[src/rtl/pe_kl_pkg.sv]
`default_nettype none
// +--------------------------------------------------------------------+
// | pe_kl_pkg                                                          |
// | Shared types for the PE key-lock dispatcher.                       |
// | Rev 1.0                                                            |
// +--------------------------------------------------------------------+
package pe_kl_pkg;

  localparam int KL_ROW_W = 2;
  localparam int KL_COL_W = 2;
  localparam int KL_LEN_W = 8;

  typedef struct packed {
    logic [KL_ROW_W-1:0] row;
    logic [KL_COL_W-1:0] col;
  } kl_tag_t;

  typedef enum logic [1:0] {
    IDLE   = 2'd0,
    MATCH  = 2'd1,
    ACTIVE = 2'd2
  } kl_state_e;

  // Default-width key bundle (tag, wildcard mask, activation length)
  typedef struct packed {
    kl_tag_t             tag;
    kl_tag_t             mask;
    logic [KL_LEN_W-1:0] len;
  } kl_key_t;

endpackage
`default_nettype wire

[src/rtl/pe_kl_entry.sv]
`default_nettype none
// +--------------------------------------------------------------------+
// | pe_kl_entry                                                        |
// | One lock-table entry: valid + {row,col} tag and masked comparator. |
// | Rev 1.0                                                            |
// +--------------------------------------------------------------------+
module pe_kl_entry #(
  parameter int ROW_W = 2,
  parameter int COL_W = 2
) (
  input  logic             clk,
  input  logic             rst,
  input  logic             clr,
  input  logic             we,
  input  logic [ROW_W-1:0] wr_row,
  input  logic [COL_W-1:0] wr_col,
  input  logic [ROW_W-1:0] key_row,
  input  logic [COL_W-1:0] key_col,
  input  logic [ROW_W-1:0] key_mrow,
  input  logic [COL_W-1:0] key_mcol,
  output logic             hit
);

  logic             r_vld;
  logic [ROW_W-1:0] r_row;
  logic [COL_W-1:0] r_col;

  always_ff @(posedge clk) begin
    if (rst) begin
      r_vld <= 1'b0;
      r_row <= '0;
      r_col <= '0;
    end else if (clr) begin
      r_vld <= 1'b0;
    end else if (we) begin
      r_vld <= 1'b1;
      r_row <= wr_row;
      r_col <= wr_col;
    end
  end

  // Masked bits (mask=1) are excluded from the equality test
  assign hit = r_vld
             && (((r_row ^ key_row) & ~key_mrow) == '0)
             && (((r_col ^ key_col) & ~key_mcol) == '0);

endmodule
`default_nettype wire

[src/rtl/pe_kl_dispatcher.sv]
`default_nettype none
// +--------------------------------------------------------------------+
// | pe_kl_dispatcher                                                   |
// | Key-lock activation controller driving per-PE enables.             |
// | Rev 1.0                                                            |
// +--------------------------------------------------------------------+
module pe_kl_dispatcher
  import pe_kl_pkg::*;
#(
  parameter int ROW_W  = 2,
  parameter int COL_W  = 2,
  parameter int NUM_PE = 16,
  parameter int LEN_W  = 8,
  parameter int IDX_W  = $clog2(NUM_PE),
  parameter int CNT_W  = $clog2(NUM_PE + 1)
) (
  input  logic              clk,
  input  logic              rst,
  input  logic              clr,
  input  logic              cfg_valid,
  output logic              cfg_ready,
  input  logic [IDX_W-1:0]  cfg_idx,
  input  logic [ROW_W-1:0]  cfg_row,
  input  logic [COL_W-1:0]  cfg_col,
  input  logic              key_valid,
  output logic              key_ready,
  input  logic [ROW_W-1:0]  key_row,
  input  logic [COL_W-1:0]  key_col,
  input  logic [ROW_W-1:0]  key_mrow,
  input  logic [COL_W-1:0]  key_mcol,
  input  logic [LEN_W-1:0]  key_len,
  output logic [NUM_PE-1:0] pe_en,
  output logic [CNT_W-1:0]  hit_cnt,
  output logic              miss,
  output logic              done,
  output logic              busy
);

  kl_state_e         r_state;
  logic [ROW_W-1:0]  r_key_row;
  logic [COL_W-1:0]  r_key_col;
  logic [ROW_W-1:0]  r_key_mrow;
  logic [COL_W-1:0]  r_key_mcol;
  logic [LEN_W-1:0]  r_key_len;
  logic [LEN_W-1:0]  r_cnt;
  logic [NUM_PE-1:0] w_hit;
  logic [CNT_W-1:0]  w_cnt;
  logic              w_cfg_fire;
  logic              w_key_fire;

  assign cfg_ready  = (r_state == IDLE) && !clr;
  assign key_ready  = (r_state == IDLE) && !cfg_valid && !clr;
  assign w_cfg_fire = cfg_valid && cfg_ready;
  assign w_key_fire = key_valid && key_ready;
  assign busy       = (r_state != IDLE);

  for (genvar gi = 0; gi < NUM_PE; gi++) begin : g_entry
    logic w_we;
    assign w_we = w_cfg_fire && (cfg_idx == IDX_W'(gi));

    pe_kl_entry #(
      .ROW_W (ROW_W),
      .COL_W (COL_W)
    ) u_entry (
      .clk      (clk),
      .rst      (rst),
      .clr      (clr),
      .we       (w_we),
      .wr_row   (cfg_row),
      .wr_col   (cfg_col),
      .key_row  (r_key_row),
      .key_col  (r_key_col),
      .key_mrow (r_key_mrow),
      .key_mcol (r_key_mcol),
      .hit      (w_hit[gi])
    );
  end

  always_comb begin
    w_cnt = '0;
    for (int i = 0; i < NUM_PE; i++) begin
      w_cnt = w_cnt + CNT_W'(w_hit[i]);
    end
  end

  always_ff @(posedge clk) begin
    if (rst) begin
      r_state    <= IDLE;
      r_key_row  <= '0;
      r_key_col  <= '0;
      r_key_mrow <= '0;
      r_key_mcol <= '0;
      r_key_len  <= '0;
      r_cnt      <= '0;
      pe_en      <= '0;
      hit_cnt    <= '0;
      miss       <= 1'b0;
      done       <= 1'b0;
    end else begin
      miss <= 1'b0;
      done <= 1'b0;
      if (clr) begin
        r_state <= IDLE;
        r_cnt   <= '0;
        pe_en   <= '0;
      end else begin
        case (r_state)
          IDLE: begin
            if (w_key_fire) begin
              r_key_row  <= key_row;
              r_key_col  <= key_col;
              r_key_mrow <= key_mrow;
              r_key_mcol <= key_mcol;
              r_key_len  <= key_len;
              r_state    <= MATCH;
            end
          end
          MATCH: begin
            hit_cnt <= w_cnt;
            if (w_cnt == '0) begin
              miss    <= 1'b1;
              done    <= 1'b1;
              r_state <= IDLE;
            end else if (r_key_len == '0) begin
              done    <= 1'b1;
              r_state <= IDLE;
            end else begin
              // First enable cycle; done already if this is also the last
              pe_en   <= w_hit;
              r_cnt   <= r_key_len;
              done    <= (r_key_len == LEN_W'(1));
              r_state <= ACTIVE;
            end
          end
          ACTIVE: begin
            if (r_cnt == LEN_W'(1)) begin
              pe_en   <= '0;
              r_cnt   <= '0;
              r_state <= IDLE;
            end else begin
              r_cnt <= r_cnt - LEN_W'(1);
              done  <= (r_cnt == LEN_W'(2));
            end
          end
          default: begin
            pe_en   <= '0;
            r_state <= IDLE;
          end
        endcase
      end
    end
  end

endmodule
`default_nettype wire

[config.mk]
export PLATFORM = sky130hd
export DESIGN_NAME = pe_kl_dispatcher
export DESIGN_NICKNAME = d
export VERILOG_FILES = /design/src/rtl/pe_kl_pkg.sv /design/src/rtl/pe_kl_entry.sv /design/src/rtl/pe_kl_dispatcher.sv
export SDC_FILE = /design/constraint.sdc
export NUM_CORES = 1
export LEC_CHECK = 0
export ABC_AREA = 1
export BUFFER_PORTS_ARGS = -buffer_cell sky130_fd_sc_hd__buf_2
export CAP_MARGIN = 20
export CELL_PAD_IN_SITES_DETAIL_PLACEMENT = 0
export CELL_PAD_IN_SITES_GLOBAL_PLACEMENT = 2
export CORE_ASPECT_RATIO = 0.7
export CORE_MARGIN = 2
export CORE_UTILIZATION = 33
export DETAILED_ROUTE_END_ITERATION = 10
export PLACE_DENSITY_LB_ADDON = 0.25
export RECOVER_POWER = 50
export SYNTH_ARGS = -nofsm -noshare
export SYNTH_HDL_FRONTEND = slang
export SYNTH_SLANG_ARGS = --single-unit
[constraint.sdc]
create_clock -name clk -period 6.2 [get_ports clk]
set_input_delay 1.24 -clock clk [delete_from_list [all_inputs] [get_ports clk]]
set_output_delay 1.24 -clock clk [all_outputs]
set_load 0.1 [all_outputs]
Yosys cells after proc, flatten, opt, wreduce, memory -nomap -nowiden. Cells that the tools add are included.

Output and inout port bits: 26. RAM bits: 0. Memories: 0. Logic and storage cells: 302. Bits in registers: 129. Bits in read-only memories: 0. Latch bits: 0.

Magnitude comparators: 0. Add/subtract/negate cells: 16. Muxes and demuxes: 18. Div/mod/pow operators: 0. Multipliers: 0. Equal/unequal tests: 24. Bitwise gates (word level): 69. Reductions and logical operators: 116. Shifts and indexed selects: 0.

Operators by type and width (count): zero test 2 bit (33); bitwise AND 2 bit (32); bitwise XOR 2 bit (32); adder 5 x 1 -> 5 bit (11); logical AND 1 bit (53); 2-to-1 mux 16 bit (3); case mux 16 bit (3 select lines) (1); AND reduction 2 bit (18); == test 4 bit (second input constant) (8); 2-to-1 mux 8 bit (3); == test 4 x 3 -> 1 bit (second input constant) (4); == test 8 x 1 -> 1 bit (second input constant) (2); case mux 8 bit (2 select lines) (1); == test 4 x 2 -> 1 bit (second input constant) (2); == test 8 x 2 -> 1 bit (second input constant) (1); zero test 8 bit (1); 2-to-1 mux 2 bit (4); != test 2 bit (second input constant) (4); subtractor 8 x 1 -> 8 bit (second input constant) (1); case mux 2 bit (3 select lines) (1); AND reduction 3 bit (2); adder 4 x 1 -> 5 bit (1); zero test 5 bit (1); adder 3 x 1 -> 4 bit (1); other kinds (15) (23).

Longest topological paths before layout.
Depth after elaboration: 23. Gate-level depth with buffers: 26.

By module. Synthesis repeated with hierarchy kept, for this count alone.

Cell total of the unflattened synthesis: 1148. Area total of the unflattened synthesis: 7184.4 um^2.

Modules (own cells, without submodules): pe_kl_entry (area an instance 267.8 um^2, sequential area each 100.1 um^2, instances 16, cells an instance 45); pe_kl_dispatcher (area an instance 2900.3 um^2, sequential area each 980.9 um^2, instances 1, cells an instance 428).

Worst setup path after synthesis. OpenSTA, ideal clock, no wires.

Path kind: register to register. Start point: register r_key_row[0]. End point: register pe_en[0]. Clock period less this slack: 4.632 ns. Path slack: 1.568 ns. Arrival: 4.513 ns. Cell stages (with the launch flop): 22. Cell sequence: dfxtp_1 clkbuf_1 nor2_1 nor2_1 nand2_1 nand3_1 nor2_1 fa_1 inv_1 fa_1 fa_1 fa_1 inv_1 ha_1 fa_1 nor2_1 nand2_1 nor2_1 nand3_2 buf_1 a21oi_1 nor2_1.

Word-level cells in the longest chain between the ends: 23. Elaborated cells between the ends (all ways): 101.

Ends and longest elaborated chain: start, declared (line pe_kl_dispatcher.sv:40) `logic [ROW_W-1:0] r_key_row;`; start signal, assigned (line pe_kl_dispatcher.sv:110) `r_key_row <= key_row;`; bitwise XOR 2 bit (line pe_kl_entry.sv:44) `&& (((r_row ^ key_row) & ~key_mrow) == '0)`; bitwise AND 2 bit (line pe_kl_entry.sv:44); zero test 2 bit (line pe_kl_entry.sv:44); logical AND 1 bit (line pe_kl_entry.sv:44); logical AND 1 bit (line pe_kl_entry.sv:45) `&& (((r_col ^ key_col) & ~key_mcol) == '0);`; adder 1 x 1 -> 2 bit (line pe_kl_dispatcher.sv:82) `w_cnt = w_cnt + CNT_W'(w_hit[i]);`; adder 2 x 1 -> 3 bit (line pe_kl_dispatcher.sv:82); adder 3 x 1 -> 4 bit (line pe_kl_dispatcher.sv:82); adder 4 x 1 -> 5 bit (line pe_kl_dispatcher.sv:82); adder 5 x 1 -> 5 bit (10 in a row) (line pe_kl_dispatcher.sv:82); adder 5 x 1 -> 5 bit (*) (line pe_kl_dispatcher.sv:82); named net w_cnt[1] (line pe_kl_dispatcher.sv:47) `logic [CNT_W-1:0] w_cnt;`; zero test 5 bit (*) (line pe_kl_dispatcher.sv:120) `if (w_cnt == '0) begin`; != test 2 bit (no source line) (*); AND reduction 4 bit (no source line) (*); end signal, assigned (line pe_kl_dispatcher.sv:129) `pe_en <= w_hit;`; end, declared (line pe_kl_dispatcher.sv:32) `output logic [NUM_PE-1:0] pe_en,`.

The timed path passes the listed nets; every way through them passes the cells marked *. The select of a mux whose other input is x is not followed. A chain may end at the register's enable or synchronous reset.

Worst setup path after layout.
Start point: register r_key_row[1]. End point: register r_cnt[0].

Word-level cells in the longest chain between the ends: 23. Elaborated cells between the ends (all ways): 98.

Ends and longest elaborated chain: bitwise XOR 2 bit (line pe_kl_entry.sv:44); bitwise AND 2 bit (line pe_kl_entry.sv:44); zero test 2 bit (line pe_kl_entry.sv:44); logical AND 1 bit (line pe_kl_entry.sv:44); logical AND 1 bit (line pe_kl_entry.sv:45); adder 1 x 1 -> 2 bit (line pe_kl_dispatcher.sv:82); adder 2 x 1 -> 3 bit (line pe_kl_dispatcher.sv:82); adder 3 x 1 -> 4 bit (line pe_kl_dispatcher.sv:82); adder 4 x 1 -> 5 bit (line pe_kl_dispatcher.sv:82); adder 5 x 1 -> 5 bit (10 in a row) (line pe_kl_dispatcher.sv:82); adder 5 x 1 -> 5 bit (*) (line pe_kl_dispatcher.sv:82); named net w_cnt[1] (line pe_kl_dispatcher.sv:47); zero test 5 bit (*) (line pe_kl_dispatcher.sv:120); != test 2 bit (no source line) (*); AND reduction 3 bit (no source line) (*); end signal, assigned (line pe_kl_dispatcher.sv:130) `r_cnt <= r_key_len;`; end signal, assigned (line pe_kl_dispatcher.sv:141) `r_cnt <= r_cnt - LEN_W'(1);`; end, declared (line pe_kl_dispatcher.sv:45) `logic [LEN_W-1:0] r_cnt;`.

The timed path passes the listed nets; every way through them passes the cells marked *.

==> impl_metrics.json <==
{
  "first_pass_iters": 5,
  "place_hpwl_mm": 15.7,
  "final_cell_mix": "224 x nand2_1, 170 x nor2_1, 129 x dfxtp_1",
  "final_area_um2": 7750,
  "path_max_fanout": 18,
  "viasPerCell": 4.74,
  "r2r-start": "r_key_row[1]$_SDFFE_PP0P_",
  "post_cts_buffers": 0,
  "cts_hold_buf": 0,
  "grt_pass1_vias": 5734,
  "die-area_um2": 21600,
  "final_hold_viol_count": 0,
  "leakage_nw": 3.44,
  "min-delay-start": "g_entry[13].u_entry.r_row[0]$_SDFFE_PP0P_",
  "crit_required_ns": 6.51,
  "drt-initial-drc-count": 609,
  "ant_nets": 0,
  "numCtsBuffers": 17,
  "antenna_found_initial": 1,
  "relSlewSlack_pct": 2.87,
  "drive_gt1_share_pct": 10.4,
  "clock_latency_ns": 0.43,
  "ys_ff_latch": 129,
  "hold_path_end": "g_entry[13].u_entry.r_row[0]$_SDFFE_PP0P_",
  "tns_ns": 0,
  "grt_start_max_net_pins": 52,
  "setup_viol": 0,
  "pwr_density_cell_nw_per_um2": 275,
  "ir_worst_vdd_v": 0.000142,
  "placed_area_um2": 7220,
  "cap_violations": 0,
  "grt_use_total_pct": 21.0,
  "finalWirelength_mm": 21.6,
  "cts_max_level": 4,
  "arrival_ns": 5.76,
  "diodes": 0,
  "rows": 43,
  "yosysUniqueCellTypes": 30,
  "core-area_um2": 19900,
  "layout_min_cycle_time_ns": 5.45,
  "clockBufferDepth": 2,
  "post-route-period-util_pct": 87.9,
  "rsz0062_at_grt": "no",
  "globalplace.congestion": 0.821,
  "fin_skew_ns": 0.0155,
  "synth_warnings": 0,
  "post_drt_wl_per_cell_um": 16.1,
  "drc_errors": 0,
  "cts_tree": "built",
  "critPathLaunchType": "flop",
  "die_width_um": 175,
  "syn_area_um2": 6740,
  "min_path_cells": 2,
  "grt_first_pass_wirelength_mm": 33.8,
  "area_growth_pct": 15.0,
  "max_freq_mhz": 183,
  "path_clk_slew_ns": 0.06,
  "reg2reg_to": "r_cnt[0]$_SDFFE_PP0P_",
  "ff2ff_path_depth": 19,
  "reg2reg_slack_ns": 0.75,
  "final_common_cell": "nand2_1",
  "min_path_type": "flop to flop",
  "cts_root_buf": "clkbuf_16",
  "cp-end-kind": "flop",
  "grt_remaining_overflow": 0,
  "ioPinCount": 55,
  "worstMarginPinSlew_ns": 1.46,
  "fillCellCount": 2139,
  "nets": 1107,
  "final_util_pct": 38.9,
  "worstSetupPathType": "flop to flop",
  "status": "finished clean",
  "die_h_um": 124,
  "yosysSeqAreaShare_pct": 38.3,
  "post_cts.resized_instances": 0,
  "io_buffers": 54,
  "syn_inst": 1017,
  "report.final.slew_viol_count": 0,
  "cts.sinks": 129,
  "start_util_pct": 33.8,
  "vias": 6338,
  "syn_avg_cell_area_um2": 6.63,
  "syn_nets": 1068
}
[power by group]
part / total [mW] / internal [mW] / switching (mW) / leakage, nW
clock network: 0.966 / 0.558 / 0.408 / 0.260
logic: 0.294 / 0.0726 / 0.222 / 2.14
registers: 0.869 / 0.850 / 0.0192 / 1.04
[cell type report]
type                       count  area, µm²  area share (%)
timing repair buffer          62        313            4.04
clock inverter                13        114            1.47
inverter                     121        454            5.86
multi-input combinational    725       3510            45.3
clock buffer                  18        439            5.67
tap                          270        338            4.36
sequential                   129       2580            33.3
[kinds of logic after synthesis]
group                    count (synthesis)  synth area share [%]
AO/OA/AOI/OAI                          207                  15.7
XOR/XNOR                                 2                 0.260
adder cells (fa/ha/maj)                 22                  5.20
buffers and inverters                  163                  9.56
flip-flops                             129                  38.3
AND/OR/NAND/NOR                        494                  31.0
[through the flow]
step	std cells	total power [mW]	hold WS [ns]	setup WS (ns)
floorplan	1017	1.10	0.439	1.57
global placement	1307	1.18	0.451	0.831
detailed placement	1307	1.18	0.457	0.786
CTS	1338	2.15	0.468	0.778
global route	1338	2.22	0.488	0.317
finish	1338	2.13	0.467	0.750
[worst max-delay path by stage]
stage                                        to  slack (ns)                      start  depth (start not counted)
final                     r_cnt[0]$_SDFFE_PP0P_        0.75  r_key_row[1]$_SDFFE_PP0P_                         19
after global placement    r_cnt[2]$_SDFFE_PP0P_        0.83  r_key_row[1]$_SDFFE_PP0P_                         19
after detailed placement  r_cnt[0]$_SDFFE_PP0P_        0.79  r_key_row[1]$_SDFFE_PP0P_                         21
after global routing      r_cnt[0]$_SDFFE_PP0P_        0.32  r_key_row[1]$_SDFFE_PP0P_                         21
after CTS                 r_cnt[0]$_SDFFE_PP0P_        0.78  r_key_row[1]$_SDFFE_PP0P_                         21
after floorplan           pe_en[0]$_SDFFE_PP0P_        1.57  r_key_row[0]$_SDFFE_PP0P_                         21
[worst max-delay path: stages, from the launching register on]
cell     delay (ns)
dfxtp_1        0.57
buf_4          0.30
a21oi_1        0.08
o21ai_0        0.10
nand4_1        0.29
fa_1           0.61
fa_1           0.44
fa_1           0.46
fa_1           0.49
inv_1          0.04
ha_1           0.19
fa_1           0.48
nor2_1         0.10
nand2_1        0.06
nor2_1         0.15
nand3_2        0.34
nand2_2        0.40
nand2_1        0.08
nand2_1        0.08
nor2_1         0.05
[flip-flops by register name (all words and copies together), names as in the netlist]
register               cells
r_key_len                  8
r_cnt                      8
r_key_mrow                 2
miss                       1
hit_cnt                    5
g_entry.u_entry.r_row     32
r_state                    2
r_key_row                  2
r_key_mcol                 2
r_key_col                  2
done                       1
g_entry.u_entry.r_vld     16
g_entry.u_entry.r_col     32
pe_en                     16
[cell usage after synthesis]
library cell / count / share of area [%]
o21ai_1: 3 / 0.22
o21a_1: 1 / 0.11
o22ai_1: 3 / 0.28
nor2_4: 11 / 1.8
clkinv_1: 3 / 0.17
nand2_2: 5 / 0.46
dfxtp_1: 129 / 38
nor3_1: 6 / 0.45
nand2_4: 2 / 0.33
inv_1: 114 / 6.4
xnor2_1: 1 / 0.13
nor2_2: 4 / 0.37
nand2_1: 224 / 12
clkbuf_1: 28 / 1.6
buf_6: 2 / 0.33
nor2_1: 170 / 9.5
nand3_1: 63 / 4.7
buf_4: 2 / 0.22
fa_1: 10 / 3.0
ha_1: 12 / 2.2
xor2_1: 1 / 0.13
buf_1: 2 / 0.11
o21ai_0: 96 / 7.1
o21ai_4: 1 / 0.24
nand3_2: 1 / 0.15
buf_2: 8 / 0.59
o211ai_1: 1 / 0.11
a21oi_1: 102 / 7.6
nand4_1: 8 / 0.74
inv_2: 4 / 0.22
[metal layers]
metal / vias to the layer above / GRT usage (%) / share of wire (%)
li1: 3307 / - / -
met1: 2848 / 33.1 / 56
met2: 161 / 27.9 / 37
met3: 22 / 4.46 / 5.5
met4: 0 / 6.25 / 1.6
met5: - / 0 / 0
Note: power is estimated with default switching activity, not from simulation.
